File: src/rtl/gppm_pkg.sv
// Shared constants for the gppm switch front end: channel count, debounce timing and counter width.
package gppm_pkg;

  localparam int unsigned SW_W          = 8;
  // 5 ms at 50 MHz.
  localparam int unsigned DB_CYCLES     = 250000;
  localparam int unsigned DB_CYCLES_SIM = 4;
  localparam int unsigned CNT_W         = 18;

endpackage

File: src/rtl/sw_conditioner_if.sv
// Switch conditioner bundle: raw pins in, debounced levels, edge strobes and toggle latches out.
interface sw_conditioner_if #(
  parameter int unsigned SW_W = gppm_pkg::SW_W
);

  logic [SW_W-1:0] sw_raw;
  logic [SW_W-1:0] sw_db;
  logic [SW_W-1:0] sw_rise;
  logic [SW_W-1:0] sw_fall;
  logic            sw_changed;
  logic [SW_W-1:0] sw_tgl;

  modport master (
    output sw_raw,
    input  sw_db,
    input  sw_rise,
    input  sw_fall,
    input  sw_changed,
    input  sw_tgl
  );

  modport slave (
    input  sw_raw,
    output sw_db,
    output sw_rise,
    output sw_fall,
    output sw_changed,
    output sw_tgl
  );

endinterface

File: src/rtl/sw_debounce_bit.sv
// One switch channel: 2-flop synchroniser, counter debouncer and registered rise/fall strobes.
module sw_debounce_bit #(
  parameter int unsigned DB_CYCLES = gppm_pkg::DB_CYCLES,
  parameter int unsigned CNT_W     = gppm_pkg::CNT_W
) (
  input  logic clk,
  input  logic reset,
  input  logic raw,
  output logic db,
  output logic rise,
  output logic fall
);

  localparam logic [CNT_W-1:0] CntLast = CNT_W'(DB_CYCLES - 1);

  logic             sync1_q, sync2_q;
  logic             stable_q, stable_d;
  logic [CNT_W-1:0] cnt_q, cnt_d;
  logic             rise_q, rise_d;
  logic             fall_q, fall_d;

  // Any agreement with the stable level zeroes the count, so glitches never accumulate.
  always_comb begin
    cnt_d    = '0;
    stable_d = stable_q;
    rise_d   = 1'b0;
    fall_d   = 1'b0;
    if (sync2_q != stable_q) begin
      if (cnt_q == CntLast) begin
        stable_d = sync2_q;
        rise_d   = sync2_q;
        fall_d   = ~sync2_q;
      end else begin
        cnt_d = cnt_q + 1'b1;
      end
    end
  end

  always_ff @(posedge clk or negedge reset) begin
    if (!reset) begin
      sync1_q  <= 1'b0;
      sync2_q  <= 1'b0;
      stable_q <= 1'b0;
      cnt_q    <= '0;
      rise_q   <= 1'b0;
      fall_q   <= 1'b0;
    end else begin
      sync1_q  <= raw;
      sync2_q  <= sync1_q;
      stable_q <= stable_d;
      cnt_q    <= cnt_d;
      rise_q   <= rise_d;
      fall_q   <= fall_d;
    end
  end

  assign db   = stable_q;
  assign rise = rise_q;
  assign fall = fall_q;

endmodule

File: src/rtl/sw_conditioner.sv
// Debounces SW_W raw switches and emits edge strobes; SW_CONDITIONER_TOGGLE_EN adds per-bit
// toggle latches driven by the rise strobes (sw_tgl reads 0 otherwise).
module sw_conditioner #(
  parameter int unsigned SW_W      = gppm_pkg::SW_W,
  parameter int unsigned DB_CYCLES = gppm_pkg::DB_CYCLES,
  parameter int unsigned CNT_W     = gppm_pkg::CNT_W
) (
  input logic              clk,
  input logic              reset,
  sw_conditioner_if.slave  bus
);

  logic [SW_W-1:0] db, rise, fall;

  for (genvar i = 0; i < SW_W; i++) begin : g_ch
    sw_debounce_bit #(
      .DB_CYCLES(DB_CYCLES),
      .CNT_W    (CNT_W)
    ) u_bit (
      .clk  (clk),
      .reset(reset),
      .raw  (bus.sw_raw[i]),
      .db   (db[i]),
      .rise (rise[i]),
      .fall (fall[i])
    );
  end

  assign bus.sw_db      = db;
  assign bus.sw_rise    = rise;
  assign bus.sw_fall    = fall;
  // Decoded purely from strobe flops, so it is glitch-free and aligned with them.
  assign bus.sw_changed = |(rise | fall);

`ifdef SW_CONDITIONER_TOGGLE_EN
  logic [SW_W-1:0] tgl_q;

  always_ff @(posedge clk or negedge reset) begin
    if (!reset) begin
      tgl_q <= '0;
    end else begin
      tgl_q <= tgl_q ^ rise;
    end
  end

  assign bus.sw_tgl = tgl_q;
`else
  assign bus.sw_tgl = '0;
`endif

endmodule

File: src/flat_wrapper.sv
// flat-port wrapper written by rule: the top's interface ports become plain ports
module sw_conditioner_flat 
#(
  parameter int unsigned SW_W      = gppm_pkg::SW_W,
  parameter int unsigned DB_CYCLES = gppm_pkg::DB_CYCLES,
  parameter int unsigned CNT_W     = gppm_pkg::CNT_W
)
  (clk, reset, bus_sw_raw, bus_sw_db, bus_sw_rise, bus_sw_fall, bus_sw_changed, bus_sw_tgl);
  sw_conditioner_if #(.SW_W(SW_W)) bus_i ();
  input logic clk;
  input logic reset;
  input wire logic [$bits(bus_i.sw_raw)-1:0] bus_sw_raw;
  output wire logic [$bits(bus_i.sw_db)-1:0] bus_sw_db;
  output wire logic [$bits(bus_i.sw_rise)-1:0] bus_sw_rise;
  output wire logic [$bits(bus_i.sw_fall)-1:0] bus_sw_fall;
  output wire logic [$bits(bus_i.sw_changed)-1:0] bus_sw_changed;
  output wire logic [$bits(bus_i.sw_tgl)-1:0] bus_sw_tgl;
  assign bus_i.sw_raw = bus_sw_raw;
  assign bus_sw_db = bus_i.sw_db;
  assign bus_sw_rise = bus_i.sw_rise;
  assign bus_sw_fall = bus_i.sw_fall;
  assign bus_sw_changed = bus_i.sw_changed;
  assign bus_sw_tgl = bus_i.sw_tgl;
  sw_conditioner #(.SW_W(SW_W), .DB_CYCLES(DB_CYCLES), .CNT_W(CNT_W)) u_core (.clk(clk), .reset(reset), .bus(bus_i));
endmodule
File: config.mk
export PLATFORM = sky130hd
export DESIGN_NAME = sw_conditioner_flat
export DESIGN_NICKNAME = d
export VERILOG_FILES = /design/src/rtl/gppm_pkg.sv /design/src/rtl/sw_conditioner_if.sv /design/src/rtl/sw_debounce_bit.sv /design/src/rtl/sw_conditioner.sv /design/src/flat_wrapper.sv
export SDC_FILE = /design/constraint.sdc
export NUM_CORES = 1
export LEC_CHECK = 0
export CAP_MARGIN = 20
export CORE_UTILIZATION = 55
export CTS_CLUSTER_SIZE = 25
export DETAILED_ROUTE_END_ITERATION = 10
export GPL_ROUTABILITY_DRIVEN = 0
export HOLD_SLACK_MARGIN = 0.12
export PLACE_DENSITY = 0.71
export SLEW_MARGIN = 5
export SYNTH_ARGS = -nofsm -noshare
export SYNTH_HDL_FRONTEND = slang
export SYNTH_HIERARCHICAL = 1
export SYNTH_SLANG_ARGS = --single-unit
File: constraint.sdc
create_clock -name clk -period 5.8 [get_ports clk]
set_input_delay 0.58 -clock clk [delete_from_list [all_inputs] [get_ports clk]]
set_output_delay 0.58 -clock clk [all_outputs]
set_load 0.03 [all_outputs]
==> impl_metrics.yaml, run 1 <==
global_route:
  grt_pass1_wl_microns: 29060
  grt_use_total_pct: 22.56
  grt_max_degree: 81
  grt-ovfl-total: 0
  grt_pass1_vias: 6174
  antenna_found_initial: 0
routing:
  antenna_left: 0
  drt_wl_total_microns: 16930
  via_count: 6381
  avgViaCountPerCell: 5.849
  drt-initial-drc-count: 371
  remaining_drc_errors: 0
  avgRoutedWirePerCell_microns: 15.52
  first_pass_iters: 5
power:
  p_int_mw: 1.976
  p_sw_share_pct: 21.40
  clkPwrFrac_pct: 44.0
  vdd_ir_drop_max_v: 0.0002032
  p_switching_mw: 0.5380
  comb_power_share_pct: 3.4
  total_power_mw: 2.514
  p_leak_nw: 3.842
  powerDensity_mw_per_mm2: 257.0
  pwr-share-seq_pct: 52.7
logic_synthesis:
  synthArstFlopShare_pct: 100.0
  synth-edff-count: 0
  synthTopCellsByArea: "dfrtp_1, xor2_1, nor2_1"
  syn-cell-area_sq_mm: 0.008643
  synth_top_area_share_pct: 53.27
  synth_cells: 822
  synth.distinct_cells: 29
  synth_largest_area_cell: "dfrtp_1"
  ys_ff_latch: 184
  ys_seq_area_share_pct: 53.27
  ys.flop_type: "dfrtp_1"
  syn-mean-instance-area_sq_um: 10.51
  synth-warning-count: 6
sta:
  worst_slew_pin_slew_ns: 0.7735
  rsz0062_at_grt: "false"
  hold_viol: 0
  setup-violations-final: 0
  tns_ns: 0
  slew_violations: 0
  skew_ns: 0.005942
  setup_ws_ns: 2.935
  relSlewSlack_pct: 47.87
  min_period_ns: 2.865
  max_freq_mhz: 349.1
  period_share_pct: 49.39
outcome:
  status: "completed"
critical_path:
  cp.required_ns: 5.22
  start_kind: "flop"
  cp-end-kind: "primary output"
  path_class: "reg2out"
  arrival_ns: 2.28
  cp_max_fo: 2
cts:
  cts_hold_buf: 0
  numCtsBuffers: 17
  clock_latency_ns: 0.42
  ctsLongestPathBuffers: 2
  post_cts_buffers: 0
  path_clk_slew_ns: 0.06
  cts-resized-gates: 0
  cts_tree: "yes"
  cts_root_buf: "clkbuf_16"
  htree_levels: 4
  clock-sinks: 184
die:
  ios: 43
  die-area_sq_mm: 0.01622
  die_w_microns: 127.4
  fp.coreArea_sq_mm: 0.01526
  num_rows: 45
  initial_core_util_pct: 56.65
  die_h_microns: 127.4
layout:
  n_fill_cell: 1184
  final-instance-count-excl-fill: 1091
  antenna_cells: 0
  area_growth_pct: 13.16
  drive_above_1_share_pct: 8.068
  fin_nets: 886
place:
  placed_cells: 1060
  preCtsSetupSlack_ns: 3.311
  dp_hpwl_microns: 11670
  io_buffer_count: 34
worst_hold_path:
  hold_path_class: "in2async"
job:
  maxCapViolCount: 0
-- cell usage in the layout (no fill, tap or decap), types with 10 or more instances in the layout --
| master | count |
|---|---|
| o21ai_0 | 24 |
| nor3_1 | 16 |
| nor4_1 | 28 |
| clkdlybuf4s50_1 | 33 |
| xnor2_1 | 48 |
| or3_1 | 24 |
| xor2_1 | 56 |
| nand4_1 | 49 |
| nor2_1 | 112 |
| clkbuf_16 | 17 |
| nand3_1 | 32 |
| or4_1 | 40 |
| buf_4 | 10 |
| a21oi_1 | 32 |
| nor3b_1 | 16 |
| nand2_1 | 48 |
| dfrtp_1 | 184 |
-- flip-flops by register name, summed over array words and instances, names as in the netlist --
signal	cells
u_core/g_ch.u_bit/sync1_q	8
u_core/g_ch.u_bit/cnt_q	144
u_core/g_ch.u_bit/db	8
u_core/g_ch.u_bit/rise	8
u_core/g_ch.u_bit/sync2_q	8
u_core/g_ch.u_bit/fall	8
-- power by group through the flow --
stage | logic (mW) | clock network [mW] | registers (mW)
6_report | 0.0844 | 1.10 | 1.32
5_1_grt | 0.0983 | 1.18 | 1.33
4_1_cts | 0.0878 | 1.14 | 1.32
3_5_place_dp | 0.0866 | 0 | 1.35
3_3_place_gp | 0.0833 | 0 | 1.35
2_1_floorplan | 0.0467 | 0 | 1.34
-- cell families after synthesis --
logic type               after synthesis  synth area share (%)
flip-flops                           184                 53.27
XOR/XNOR                             104                 10.54
AO/OA/AOI/OAI                         72                 5.443
buffers and inverters                 32                 1.969
multiplexers                           8                 1.042
adder cells (fa/ha/maj)                8                 1.158
AND/OR/NAND/NOR                      413                 26.53
other                                  1               0.04339
-- cell usage after synthesis (all sizes together), types with 16 or more instances --
master and instances:
nand3 40, xor2 56, nand2 56, or3 24, nor2 112, o21ai 24, xnor2 48, dfrtp 184
buf 16, nor3b 16, nor4 28, nor3 16, nand4 49, or4 40, a21oi 32
-- layer usage --
layer / GRT usage (%) / up-vias / routed length, microns
met5: 0 / - / 0
met4: 6.373 / 0 / 187
met3: 5.193 / 15 / 759
met2: 38.32 / 130 / 8530
met1: 29.02 / 3169 / 7456
li1: - / 3067 / -
-- worst max-delay path: stages, from the launching register on --
cell	delay, ns
dfrtp_1	0.38
nor4_1	0.69
nand4_1	0.17
clkdlybuf4s50_1	0.63
-- per-stage QoR --
stage	hold slack (ns)	cell area, sq um	utilization, %
2_1_floorplan	0.2844	8670	-
3_3_place_gp	0.3348	9210	60.36
3_5_place_dp	0.3347	9210	60.36
4_1_cts	0.2170	9781	64.10
5_1_grt	0.2515	9781	64.10
6_report	0.1928	9781	64.10
-- final timing paths --
check | slack, ns | end | startpoint | cells past startpoint
worst max-delay path | 2.94 | bus_sw_changed | u_core/g_ch[2].u_bit/rise$_DFF_PN0_ | 3
worst min-delay path | 0.19 | u_core/g_ch[0].u_bit/cnt_q[13]$_DFF_PN0_ | reset | 1
worst max register to register | 3.58 | u_core/g_ch[6].u_bit/cnt_q[10]$_DFF_PN0_ | u_core/g_ch[6].u_bit/cnt_q[10]$_DFF_PN0_ | 5
worst min register to register | 0.35 | u_core/g_ch[7].u_bit/sync2_q$_DFF_PN0_ | u_core/g_ch[7].u_bit/sync1_q$_DFF_PN0_ | 0
max in group asynchronous | 4.45 | u_core/g_ch[2].u_bit/cnt_q[16]$_DFF_PN0_ | reset | 2
min in group clk | 0.35 | u_core/g_ch[7].u_bit/sync2_q$_DFF_PN0_ | u_core/g_ch[7].u_bit/sync1_q$_DFF_PN0_ | 0
-- final cells by class --
class | count | area [sq um] | area share, %
sequential | 184 | 4604 | 47.08
multi-input combinational | 613 | 3895 | 39.82
clock buffer | 25 | 505.5 | 5.168
timing repair buffer | 44 | 416.7 | 4.260
tap | 211 | 264.0 | 2.699
clock inverter | 6 | 65.06 | 0.6652
inverter | 8 | 30.03 | 0.3070
Power figures use the tool's default switching activity.
==> run 2: changes to the inputs <==
--- a/config.mk
+++ b/config.mk
@@ -6,12 +6,12 @@
 export NUM_CORES = 1
 export LEC_CHECK = 0
 export CAP_MARGIN = 20
-export CORE_UTILIZATION = 55
+export CORE_UTILIZATION = 54
 export CTS_CLUSTER_SIZE = 25
 export DETAILED_ROUTE_END_ITERATION = 10
 export GPL_ROUTABILITY_DRIVEN = 0
 export HOLD_SLACK_MARGIN = 0.12
-export PLACE_DENSITY = 0.71
+export PLACE_DENSITY = 0.73
 export SLEW_MARGIN = 5
 export SYNTH_ARGS = -nofsm -noshare
 export SYNTH_HDL_FRONTEND = slang
==> constraint.sdc (replaced) <==
create_clock -name clk -period 2.6 [get_ports clk]
set_input_delay 0.26 -clock clk [delete_from_list [all_inputs] [get_ports clk]]
set_output_delay 0.26 -clock clk [all_outputs]
set_load 0.03 [all_outputs]
==> impl_metrics.yaml, run 2 (same netlist as run 1, synthesis figures left out) <==
cts:
  cts_root_buf: "clkbuf_16"
  clock-sinks: 184
  path_clk_slew_ns: 0.07
  cts_tree: "yes"
  htree_levels: 4
  post_cts_buffers: 0
  clock_latency_ns: 0.43
  ctsLongestPathBuffers: 2
  numCtsBuffers: 17
routing:
  first_pass_iters: 5
  via_count: 6452
  remaining_drc_errors: 0
  antenna_left: 0
  avgViaCountPerCell: 5.860
  avgRoutedWirePerCell_microns: 15.32
  drt_wl_total_microns: 16860
  drt-initial-drc-count: 373
power:
  powerDensity_mw_per_mm2: 571.6
  total_power_mw: 5.650
  p_leak_nw: 3.887
  vdd_ir_drop_max_v: 0.0005811
layout:
  antenna_cells: 0
  fin_nets: 896
  final-instance-count-excl-fill: 1101
  final_util_pct: 64.08
  final_common_cell: "dfrtp_1"
  drive_above_1_share_pct: 9.101
  largest_reg_flops: 144
  area_growth_pct: 14.37
  final_cell_mix: "dfrtp_1, nor2_1, xor2_1, nand4_1"
  regMostFlops: "u_core/g_ch.u_bit/cnt_q"
global_route:
  antenna_found_initial: 0
  grt_max_degree: 59
  grt_pass1_wl_microns: 29360
  grt-ovfl-total: 0
  grt_pass1_vias: 6208
  grt_use_total_pct: 22.27
die:
  fp.coreArea_sq_mm: 0.01543
  ios: 43
  initial_core_util_pct: 56.03
  die_w_microns: 128.5
  die-area_sq_mm: 0.01652
  die_h_microns: 128.5
  num_rows: 45
place:
  io_buffer_count: 34
  dp_hpwl_microns: 11690
  placed_cells: 1069
critical_path:
  reg2reg_depth: 5
  arrival_ns: 1.99
  path_cells: "nor4_1 -> buf_4 -> nand4_1 -> clkdlybuf4s50_1"
  cp_top_family: "buffers and inverters"
  reg2reg_slack_ns: 0.56
  path_class: "reg2out"
  r2r_start: "u_core/g_ch[5].u_bit/cnt_q[0]$_DFF_PN0_"
  cp_slowest_stage_delay_ns: 0.61
  cp.required_ns: 2.34
  cp.buffers_inverters: 2
  start_kind: "flop"
  r2r-end: "u_core/g_ch[5].u_bit/cnt_q[16]$_DFF_PN0_"
  crit_slowest_cell: "clkdlybuf4s50_1"
  cp-end-kind: "primary output"
  cp_max_fo: 2
worst_hold_path:
  min_from: "bus_sw_raw[4]"
  hold_path_class: "in2reg"
  worstHoldEndpoint: "u_core/g_ch[4].u_bit/sync1_q$_DFF_PN0_"
  min_path_cells: 1
sta:
  relSlewSlack_pct: 63.89
  period_share_pct: 86.54
  tns_ns: 0
  worst_slew_pin_slew_ns: 0.5416
  skew_ns: 0.01104
  max_freq_mhz: 444.4
  min_period_ns: 2.250
  hold_viol: 0
  setup-violations-final: 0
  rsz0062_at_grt: "false"
  slew_violations: 0
job:
  maxCapViolCount: 0
outcome:
  status: "completed"
-- run 2: cell types whose count changed in the layout (fill, tap and decap cells not counted), sizes merged --
cell and change:
clkinvlp +3, clkinv +1, dlygate4sd3 +1, bufinv +1
buf +9, clkbuf -5
-- run 2: stage by stage --
stage,area [sq um],setup slack [ns],hold slack (ns)
6_report,9886,0.3500,0.2657
5_1_grt,9886,0.2437,0.2427
3_3_place_gp,9303,0.6669,0.2561
4_1_cts,9886,0.3430,0.2513
3_5_place_dp,9303,0.5738,0.2643
2_1_floorplan,8670,0.7288,-0.03559
-- run 2: worst max-delay path by stage --
stage | depth (start not counted) | to | startpoint | slack [ns]
floorplan | 4 | u_core/g_ch[0].u_bit/cnt_q[10]$_DFF_PN0_ | u_core/g_ch[0].u_bit/cnt_q[11]$_DFF_PN0_ | 0.73
global placement | 4 | u_core/g_ch[6].u_bit/db$_DFFE_PN0P_ | u_core/g_ch[6].u_bit/cnt_q[8]$_DFF_PN0_ | 0.67
detailed placement | 5 | u_core/g_ch[5].u_bit/cnt_q[16]$_DFF_PN0_ | u_core/g_ch[5].u_bit/cnt_q[0]$_DFF_PN0_ | 0.57
CTS | 4 | bus_sw_changed | u_core/g_ch[2].u_bit/rise$_DFF_PN0_ | 0.34
global route | 4 | bus_sw_changed | u_core/g_ch[2].u_bit/rise$_DFF_PN0_ | 0.24
finish | 4 | bus_sw_changed | u_core/g_ch[2].u_bit/rise$_DFF_PN0_ | 0.35
-- run 2: per-layer routing --
metal	GRT usage (%)	vias to the layer above	wire length [microns]
met5	0	-	0
met4	6.436	0	187
li1	-	3094	-
met1	29.49	3203	7676
met3	5.239	15	670
met2	36.69	140	8328
-- run 2: layout make-up --
class	count	area, sq um
multi-input cells	613	3895
clock buffers	20	446.7
clock inverters	11	126.4
inverters	8	30.03
fillers	1258	5542
well taps	211	264.0
flip-flops and latches	184	4604
repair buffers	54	519.2
-- run 2: power breakdown --
group | switching, mW | leakage [nW] | internal [mW] | total [mW]
registers | 0.0481 | 2.51 | 2.91 | 2.95
clock network | 1.06 | 0.268 | 1.44 | 2.49
logic | 0.132 | 1.10 | 0.0723 | 0.204
total | 1.24 | 3.89 | 4.41 | 5.65
-- run 2: timing repair --
action                                 in CTS  in global routing
endpoints found under the hold margin      55                  0
resized for setup                           0                  0
hold buffers                                1                  0
setup endpoints to repair                   0                  0
-- run 2: worst register-to-register path, cell delays in order (launching register included) --
cell	delay, ns
dfrtp_1	0.42
ha_1	0.23
nand3_2	0.20
or4_1	0.63
or3_1	0.34
a21oi_1	0.14
